$ cat config.mk
export PLATFORM = sky130hd
export DESIGN_NAME = attempt_display_ctrl
export DESIGN_NICKNAME = d
export VERILOG_FILES = /design/src/rtl/attempt_display_ctrl.sv
export SDC_FILE = /design/constraint.sdc
export NUM_CORES = 1
export LEC_CHECK = 0
export BUFFER_PORTS_ARGS = -buffer_cell sky130_fd_sc_hd__buf_2
export CAP_MARGIN = 20
export CORE_MARGIN = 2
export CORE_UTILIZATION = 35
export CTS_BUF_LIST = sky130_fd_sc_hd__clkbuf_16
export CTS_CLUSTER_SIZE = 28
export DETAILED_ROUTE_END_ITERATION = 8
export PLACE_DENSITY = 0.59
export SYNTH_ARGS = -nofsm -noshare
export SYNTH_HDL_FRONTEND = slang
export SYNTH_SLANG_ARGS = --single-unit
export TNS_END_PERCENT = 1
$ cat constraint.sdc
create_clock -name clk -period 3.8 [get_ports clk]
set_input_delay 0.57 -clock clk [delete_from_list [all_inputs] [get_ports clk]]
set_output_delay 0.57 -clock clk [all_outputs]
set_load 0.05 [all_outputs]
$ cat src/rtl/attempt_display_ctrl.sv
// Attempt counter glue between the BCD attempt counters and the sevenseg decoders:
// death/win edge handling, victory blink, leading-zero blanking, overflow flag and
// an optional fewest-attempts record (built only when ATTEMPT_BEST_SCORE_EN is defined).
module attempt_display_ctrl #(
    parameter int BLINK_HALF    = 6,
    parameter int BLINK_TOGGLES = 8,
    parameter int DEAD_HOLD     = 12
) (
    input  logic       clk,
    input  logic       reset,
    input  logic       death,
    input  logic       win,
    input  logic       menu,
    input  logic [3:0] ones_in,
    input  logic [3:0] tens_in,
    input  logic       tens_cout,
    output logic       attempt_en,
    output logic [3:0] disp_ones,
    output logic [3:0] disp_tens,
    output logic       blank_ones,
    output logic       blank_tens,
    output logic [3:0] best_ones,
    output logic [3:0] best_tens,
    output logic       best_valid,
    output logic       new_best,
    output logic       sat,
    output logic [2:0] state_dbg
);
    localparam int TW = $clog2(DEAD_HOLD + 1);
    localparam int BW = $clog2(BLINK_HALF + 1);
    localparam int CW = $clog2(BLINK_TOGGLES + 1);

    typedef enum logic [2:0] {
        MENU      = 3'd0,
        PLAY      = 3'd1,
        DEAD      = 3'd2,
        WIN_BLINK = 3'd3,
        WIN_HOLD  = 3'd4
    } state_t;

    state_t        state;
    logic          death_q;
    logic          win_q;
    logic [TW-1:0] timer;
    logic [BW-1:0] blink_cnt;
    logic [CW-1:0] toggle_cnt;
    logic [7:0]    snap;
    logic          death_rise;
    logic          win_rise;
    logic          snap_take;

    assign death_rise = death & ~death_q;
    assign win_rise   = win & ~win_q;
    assign snap_take  = win_rise & ((state == PLAY) | (state == DEAD));
    assign state_dbg  = state;

    always_ff @(posedge clk or negedge reset) begin
        if (!reset) begin
            state      <= MENU;
            death_q    <= 1'b0;
            win_q      <= 1'b0;
            timer      <= '0;
            blink_cnt  <= '0;
            toggle_cnt <= '0;
            snap       <= '0;
            sat        <= 1'b0;
            attempt_en <= 1'b0;
            disp_ones  <= '0;
            disp_tens  <= '0;
            blank_ones <= 1'b0;
            blank_tens <= 1'b1;
        end else begin
            death_q    <= death;
            win_q      <= win;
            attempt_en <= 1'b0;
            // The counters see attempt_en and report their carry in the same cycle.
            if (win_rise)
                sat <= 1'b0;
            else if (attempt_en && tens_cout)
                sat <= 1'b1;

            case (state)
                MENU: begin
                    disp_ones  <= ones_in;
                    disp_tens  <= tens_in;
                    blank_ones <= 1'b0;
                    blank_tens <= (tens_in == 4'd0);
                    if (!menu)
                        state <= PLAY;
                end
                PLAY, DEAD: begin
                    if (sat) begin
                        disp_ones  <= 4'd9;
                        disp_tens  <= 4'd9;
                        blank_ones <= 1'b0;
                        blank_tens <= 1'b0;
                    end else begin
                        disp_ones  <= ones_in;
                        disp_tens  <= tens_in;
                        blank_ones <= 1'b0;
                        blank_tens <= (tens_in == 4'd0);
                    end
                    // A win edge beats a simultaneous death edge; the counters clear on
                    // this same edge, so the live digits are captured now.
                    if (snap_take) begin
                        snap       <= {tens_in, ones_in};
                        blink_cnt  <= '0;
                        toggle_cnt <= '0;
                        state      <= WIN_BLINK;
                    end else if (state == PLAY) begin
                        if (death_rise) begin
                            attempt_en <= 1'b1;
                            timer      <= TW'(DEAD_HOLD - 1);
                            state      <= DEAD;
                        end
                    end else if (timer == '0) begin
                        state <= PLAY;
                    end else begin
                        timer <= timer - 1'b1;
                    end
                end
                WIN_BLINK: begin
                    disp_ones  <= snap[3:0];
                    disp_tens  <= snap[7:4];
                    blank_ones <= ~toggle_cnt[0];
                    blank_tens <= ~toggle_cnt[0] | (snap[7:4] == 4'd0);
                    if (blink_cnt == BW'(BLINK_HALF - 1)) begin
                        blink_cnt  <= '0;
                        toggle_cnt <= toggle_cnt + 1'b1;
                        if (toggle_cnt == CW'(BLINK_TOGGLES - 1))
                            state <= WIN_HOLD;
                    end else begin
                        blink_cnt <= blink_cnt + 1'b1;
                    end
                end
                WIN_HOLD: begin
                    disp_ones  <= snap[3:0];
                    disp_tens  <= snap[7:4];
                    blank_ones <= 1'b0;
                    blank_tens <= (snap[7:4] == 4'd0);
                    if (!win)
                        state <= menu ? MENU : PLAY;
                end
                default: state <= MENU;
            endcase
        end
    end

`ifdef ATTEMPT_BEST_SCORE_EN
    logic eval;
    logic snap_sat;

    // Compare one cycle after the win edge, once the snapshot register holds the count.
    always_ff @(posedge clk or negedge reset) begin
        if (!reset) begin
            eval       <= 1'b0;
            snap_sat   <= 1'b0;
            best_ones  <= '0;
            best_tens  <= '0;
            best_valid <= 1'b0;
            new_best   <= 1'b0;
        end else begin
            new_best <= 1'b0;
            eval     <= snap_take;
            if (snap_take)
                snap_sat <= sat;
            if (eval && !snap_sat && (!best_valid || (snap < {best_tens, best_ones}))) begin
                best_tens  <= snap[7:4];
                best_ones  <= snap[3:0];
                best_valid <= 1'b1;
                new_best   <= 1'b1;
            end
        end
    end
`else
    assign best_ones  = 4'd0;
    assign best_tens  = 4'd0;
    assign best_valid = 1'b0;
    assign new_best   = 1'b0;
`endif

endmodule

==> flow_summary.toml, run 1 <==
[status]
run_status = "completed"

[placement]
io_buffer_count = 28
place_congestion = 0.762
dp_hpwl_um = 2480

[synthesis]
synth_area_per_cell_um2 = 9.29
synth_cells = 193
synth_area_um2 = 1790
yosysWarningCount = 0
ys_types = 40
synth-seq-cells = 36
ys_seq_area_share_pct = 50.3

[worst_setup_path]
cp_slowest_cell = "dfrtp_1"
critPathCaptureType = "primary output"
worstSetupPathDepth = 1
crit_family = "flip-flops"
setup.worst_path.class = "flop to primary output"
crit_buf_inv = 1
cp.arrival_ns = 1.21
start_kind = "flop"
cp_max_fo = 15
cp.required_ns = 3.23
reg2reg_depth = 4
max_stage_delay_ns = 0.58
crit_chain = "buf_2"

[clocking]
path_clk_slew_ns = 0.05
hold_buffers = 0
cts.repair.resized = 0
cts_buffer_depth = 2
clockRootBuffer = "clkbuf_16"
cts_tree = "built"
cts.sinks = 36
clk_latency_ns = 0.28
htreeDepth = 2
postCtsSetupBuffers = 0
cts_buffers = 5

[sta]
tightestPinTransition_ns = 0.812
finalCriticalPeriod_ns = 1.78
setup_viol = 0
slew_headroom_pct = 45.9
setup_tns_ns = 0
maxSlewViolCount = 0
skew_ns = 0.00472
hold_viol = 0
rsz0062_at_grt = "false"
fmax_mhz = 563
period_share_pct = 46.8

[layout]
insertedDiodeCount = 0
finalNetCount = 238
final_common_cell = "nand2_1"
fill_cells = 520
drive_gt1_share_pct = 18.9
syn2layout_area_growth_pct = 16.8
layout_common_cells = "nand2_1 (41), dfrtp_1 (35), buf_2 (28), nor2_1 (16), conb_1 (10)"
final-seq-area_um2 = 902
multi_input_area_um2 = 791

[floorplan]
core_um2 = 5010
die-area_um2 = 5710
die_width_um = 75.6
rows = 26
pin_count = 39
start_util_pct = 35.8
die_h_um = 75.6

[drt]
routed-via-count = 1404
drt_iter0_markers = 64
routed_wirelength_um = 3560
wl_per_cell_um = 12.2
drc = 0
final_antenna_net_count = 0
viasPerCell = 4.81
first_pass_iters = 4

[pwr]
power_density_nw_per_um2 = 906
vdd_drop_max_mv = 0.411
power.leakage_uw = 0.00103
totalPowerFinal_uw = 1900

[grt]
grt_max_degree = 37
grt_pass1_wl_um = 5820
grt_usage_pct = 13.7
antenna_found_initial = 0
first_global_vias = 1272
grt_overflow = 0

[hold_path]
hold_path_class = "primary input to async pin"

[run]
maxCapViolCount = 0
## cell usage after synthesis
| cell | count | share of area [%] |
|---|---|---|
| nor3_1 | 9 | 2.5 |
| nand2b_1 | 2 | 0.70 |
| clkbuf_1 | 5 | 1.0 |
| and3b_1 | 1 | 0.49 |
| o41ai_1 | 1 | 0.49 |
| o21ai_0 | 8 | 2.2 |
| nor2b_1 | 2 | 0.70 |
| o2bb2ai_1 | 1 | 0.49 |
| mux2i_1 | 4 | 2.2 |
| nor3b_1 | 2 | 0.84 |
| mux2_2 | 2 | 1.3 |
| buf_6 | 1 | 0.63 |
| a211oi_4 | 1 | 1.1 |
| o22ai_1 | 2 | 0.70 |
| conb_1 | 1 | 0.21 |
| nor4_1 | 2 | 0.70 |
| dfstp_2 | 1 | 1.5 |
| nor2_1 | 16 | 3.3 |
| dfrtp_1 | 35 | 49 |
| and3_1 | 1 | 0.35 |
| a21oi_1 | 8 | 2.2 |
| o21ai_1 | 1 | 0.28 |
| o32ai_1 | 1 | 0.49 |
| buf_2 | 2 | 0.56 |
| buf_4 | 10 | 4.2 |
| o31a_1 | 1 | 0.49 |
| or2_2 | 1 | 0.35 |
| a31oi_1 | 6 | 2.1 |
| nand3_1 | 3 | 0.84 |
| inv_1 | 5 | 1.0 |
| or3_1 | 1 | 0.35 |
| a21o_1 | 3 | 1.3 |
| a22o_1 | 2 | 0.98 |
| a21boi_0 | 1 | 0.42 |
| o221ai_1 | 1 | 0.49 |
| nand3b_1 | 2 | 0.84 |
| or3b_4 | 1 | 0.63 |
| xnor2_1 | 3 | 1.5 |
| ha_1 | 3 | 2.1 |
| nand2_1 | 41 | 8.6 |
## layer usage
metal  vias up  part of all wire [%]  GRT usage (%)  wire, um
met4         0                   1.6           5.46        56
met1       663                    48           17.3      1710
met3         6                   5.3           4.37       188
li1        701                     -              -         -
met2        34                    45           21.8      1600
met5         -                     0              0         0
## where the power goes
part / switching [uW] / internal (uW)
Sequential: 133 / 537
Combinational: 576 / 264
Clock: 150 / 238
Total: 858 / 1040
## flip-flops by register name, summed over array words and instances, names as in the netlist
register	flops
disp_ones	4
blank_ones	1
disp_tens	4
state_dbg	3
blink_cnt	3
attempt_en	1
sat	1
win_q	1
death_q	1
blank_tens	1
toggle_cnt	4
timer	4
snap	8
## worst register-to-register path, stage by stage (launching register included)
cell,delay (ns)
dfrtp_1,0.51
or2_2,0.40
a21oi_1,0.43
a21oi_1,0.14
a21oi_1,0.18
## kinds of logic after synthesis
kind of cell / after synthesis / synth area share [%]
other cells: 1 / 0.209
mux: 6 / 3.49
compound gates: 37 / 13.7
buf+inv: 23 / 7.47
fa+ha+maj: 3 / 2.09
xor+xnor: 3 / 1.47
simple gates: 84 / 21.2
flops: 36 / 50.3
## path summary, 6_finish.rpt
| check | startpoint | end | slack [ns] |
|---|---|---|---|
| max | state_dbg[2]$_DFFE_PN0P_ | state_dbg[2] | 2.02 |
| min | reset | disp_tens[2]$_DFFE_PN0P_ | 0.39 |
| max reg2reg | state_dbg[1]$_DFFE_PN0P_ | blank_tens$_DFFE_PN1P_ | 2.06 |
| min reg2reg | timer[3]$_DFFE_PN0P_ | timer[3]$_DFFE_PN0P_ | 0.47 |
| max in group asynchronous | reset | blink_cnt[2]$_DFFE_PN0P_ | 2.90 |
| min in group clk | death | death_q$_DFF_PN0_ | 0.41 |
## area by class of cell
class | count | area share, %
inverters | 5 | 0.896
flip-flops and latches | 36 | 43.1
repair buffers | 30 | 7.41
well taps | 70 | 4.18
clock buffers | 5 | 5.97
clock inverters | 3 | 0.717
multi-input cells | 143 | 37.8
## through the flow
stage	worst slack, ns	hold slack, ns	utilization, %	std cells	instance area (um2)
2_1_floorplan	1.92	0.274	-	202	1830
3_3_place_gp	2.09	0.454	39.0	284	1950
3_5_place_dp	2.05	0.458	39.0	284	1950
4_1_cts	2.00	0.402	41.8	292	2090
5_1_grt	1.93	0.408	41.8	292	2090
6_report	2.02	0.386	41.8	292	2090
No activity file was read; power rests on OpenSTA's default activity.
==> run 2, diff against run 1 <==
- clock period: 3.8 -> 1.8 ns (I/O delays scaled with it)
==> run 2 against run 1 <==
Against the previous run:
- sequential cell count unchanged
- utilization increased by 1.3 points
- final cell count up 1.7%
- critical endpoint is now timer[3]$_DFFE_PN0P_
- critical path depth is 3 higher
- hold slack got worse by 0.27 ns
- sequential power increased by 110%
- register-to-register slack got worse by 1.9 ns
- clock skew is essentially flat
==> flow_summary.toml, run 2 (synthesized netlist as in run 1, its figures left out) <==
[worst_setup_path]
start_kind = "flop"
crit_chain = "or3b_4 > a211oi_4 > nand2_1 > mux2i_1"
r2r_slack_ns = 0.14
r2r_end = "timer[3]$_DFFE_PN0P_"
setup.worst_path.class = "flop to flop"
cp.required_ns = 1.99
reg2reg_depth = 4
max_stage_delay_ns = 0.46
crit_family = "simple AND/OR/NAND/NOR gates"
cp_max_fo = 9
crit_buf_inv = 0
cp_slowest_cell = "dfrtp_1"
cp.arrival_ns = 1.85
critPathCaptureType = "flop"
worstReg2RegStart = "state_dbg[2]$_DFFE_PN0P_"

[placement]
dp_hpwl_um = 2610
place_congestion = 0.778
io_buffer_count = 28
placed_area_um2 = 1990
dpl.cell_count = 288
pre_cts_ws_ns = 0.183

[floorplan]
rows = 26
start_util_pct = 35.8
pin_count = 39
die_width_um = 75.6
die-area_um2 = 5710
core_um2 = 5010
die_h_um = 75.6

[sta]
hold_viol = 0
skew_ns = 0.00450
fmax_mhz = 601
setup_slack_ns = 0.136
setup_viol = 0
finalCriticalPeriod_ns = 1.66
maxSlewViolCount = 0
rsz0062_at_grt = "false"
setup_tns_ns = 0
period_share_pct = 92.4

[pwr]
p_clk_share_pct = 22.8
p_int_uw = 2370
vdd_drop_max_mv = 0.723
seq_power_share_pct = 33.4
p_sw_share_pct = 43.7
power.leakage_uw = 0.00107
p_sw_uw = 1840
comb_power_share_pct = 43.7
power_density_nw_per_um2 = 1950

[grt]
grt_usage_pct = 14.7
grt_overflow = 0
grt_pass1_wl_um = 6290
antenna_found_initial = 0
first_global_vias = 1403
grt_max_degree = 19

[layout]
largest_register_ffs = 8
insertedDiodeCount = 0
multi_input_area_um2 = 791
syn2layout_area_growth_pct = 20.5
fill_cells = 527
regMostFlops = "snap"
layout_common_cells = "nand2_1 (41), dfrtp_1 (33), buf_2 (28), nor2_1 (16), conb_1 (10)"
final_cell_count_no_fill = 297
final_common_cell = "nand2_1"
fin_area_um2 = 2160
final-seq-area_um2 = 905
finalNetCount = 243
drive_gt1_share_pct = 21.6

[hold_path]
hold_path_depth = 1
holdCritStartpoint = "death"
min_to = "death_q$_DFF_PN0_"
hold_path_class = "primary input to flop"

[drt]
viasPerCell = 4.67
drc = 0
final_antenna_net_count = 0
wl_per_cell_um = 12.3
routed_wirelength_um = 3660
drt_iter0_markers = 68
routed-via-count = 1386
first_pass_iters = 4

[clocking]
clk_latency_ns = 0.28
cts.sinks = 36
cts_buffers = 5
cts_buffer_depth = 2
cts.repair.resized = 0
cts_tree = "built"
path_clk_slew_ns = 0.05
clockRootBuffer = "clkbuf_16"
htreeDepth = 2

[run]
maxCapViolCount = 0

[status]
run_status = "completed"
[run 2: area by class of cell]
type                            instances  area share [%]
Timing Repair Buffer                   35            9.03
Tap cell                               70            4.05
Inverter                                5           0.869
Clock inverter                          3            1.80
Clock buffer                            5            5.79
Sequential cell                        36            41.9
Multi-Input combinational cell        143            36.6
[run 2: timing repair]
item,in CTS,in global routing
hold endpoints to repair,35,0
setup buffers,0,0
hold buffers,1,0
[run 2: how the worst max path moves through the flow]
stage,from,to,cells after the start
final,state_dbg[2]$_DFFE_PN0P_,timer[3]$_DFFE_PN0P_,4
after floorplan,state_dbg[2]$_DFFE_PN0P_,disp_tens[0]$_DFFE_PN0P_,6
after CTS,state_dbg[1]$_DFFE_PN0P_,timer[3]$_DFFE_PN0P_,4
after detailed placement,state_dbg[2]$_DFFE_PN0P_,timer[2]$_DFFE_PN0P_,4
after global placement,state_dbg[0]$_DFFE_PN0P_,timer[3]$_DFFE_PN0P_,4
after global routing,state_dbg[2]$_DFFE_PN0P_,timer[3]$_DFFE_PN0P_,4
[run 2: stage by stage]
step,total power [uW],utilization [%],hold WS (ns)
global route,4540,43.1,0.112
global placement,3240,39.7,0.256
floorplan,2850,-,-0.0256
finish,4210,43.1,0.112
detailed placement,3260,39.7,0.252
CTS,4260,43.1,0.108
[run 2: power by group through the flow]
stage                     clock network [uW]  logic, uW  registers [uW]
after floorplan                            0       1000            1850
after global placement                     0       1840            1400
after detailed placement                   0       1840            1420
after CTS                                985       1860            1410
after global routing                    1020       2060            1460
final                                    963       1840            1410
[run 2: per-layer routing]
layer / global-route usage [%] / vias up / part of all wire, % / wire [um]
met2: 24.0 / 42 / 45 / 1660
met5: 0 / - / 0 / 0
met4: 4.87 / 0 / 1.1 / 42
li1: - / 705 / - / -
met1: 18.5 / 632 / 48 / 1770
met3: 4.89 / 7 / 5.3 / 195
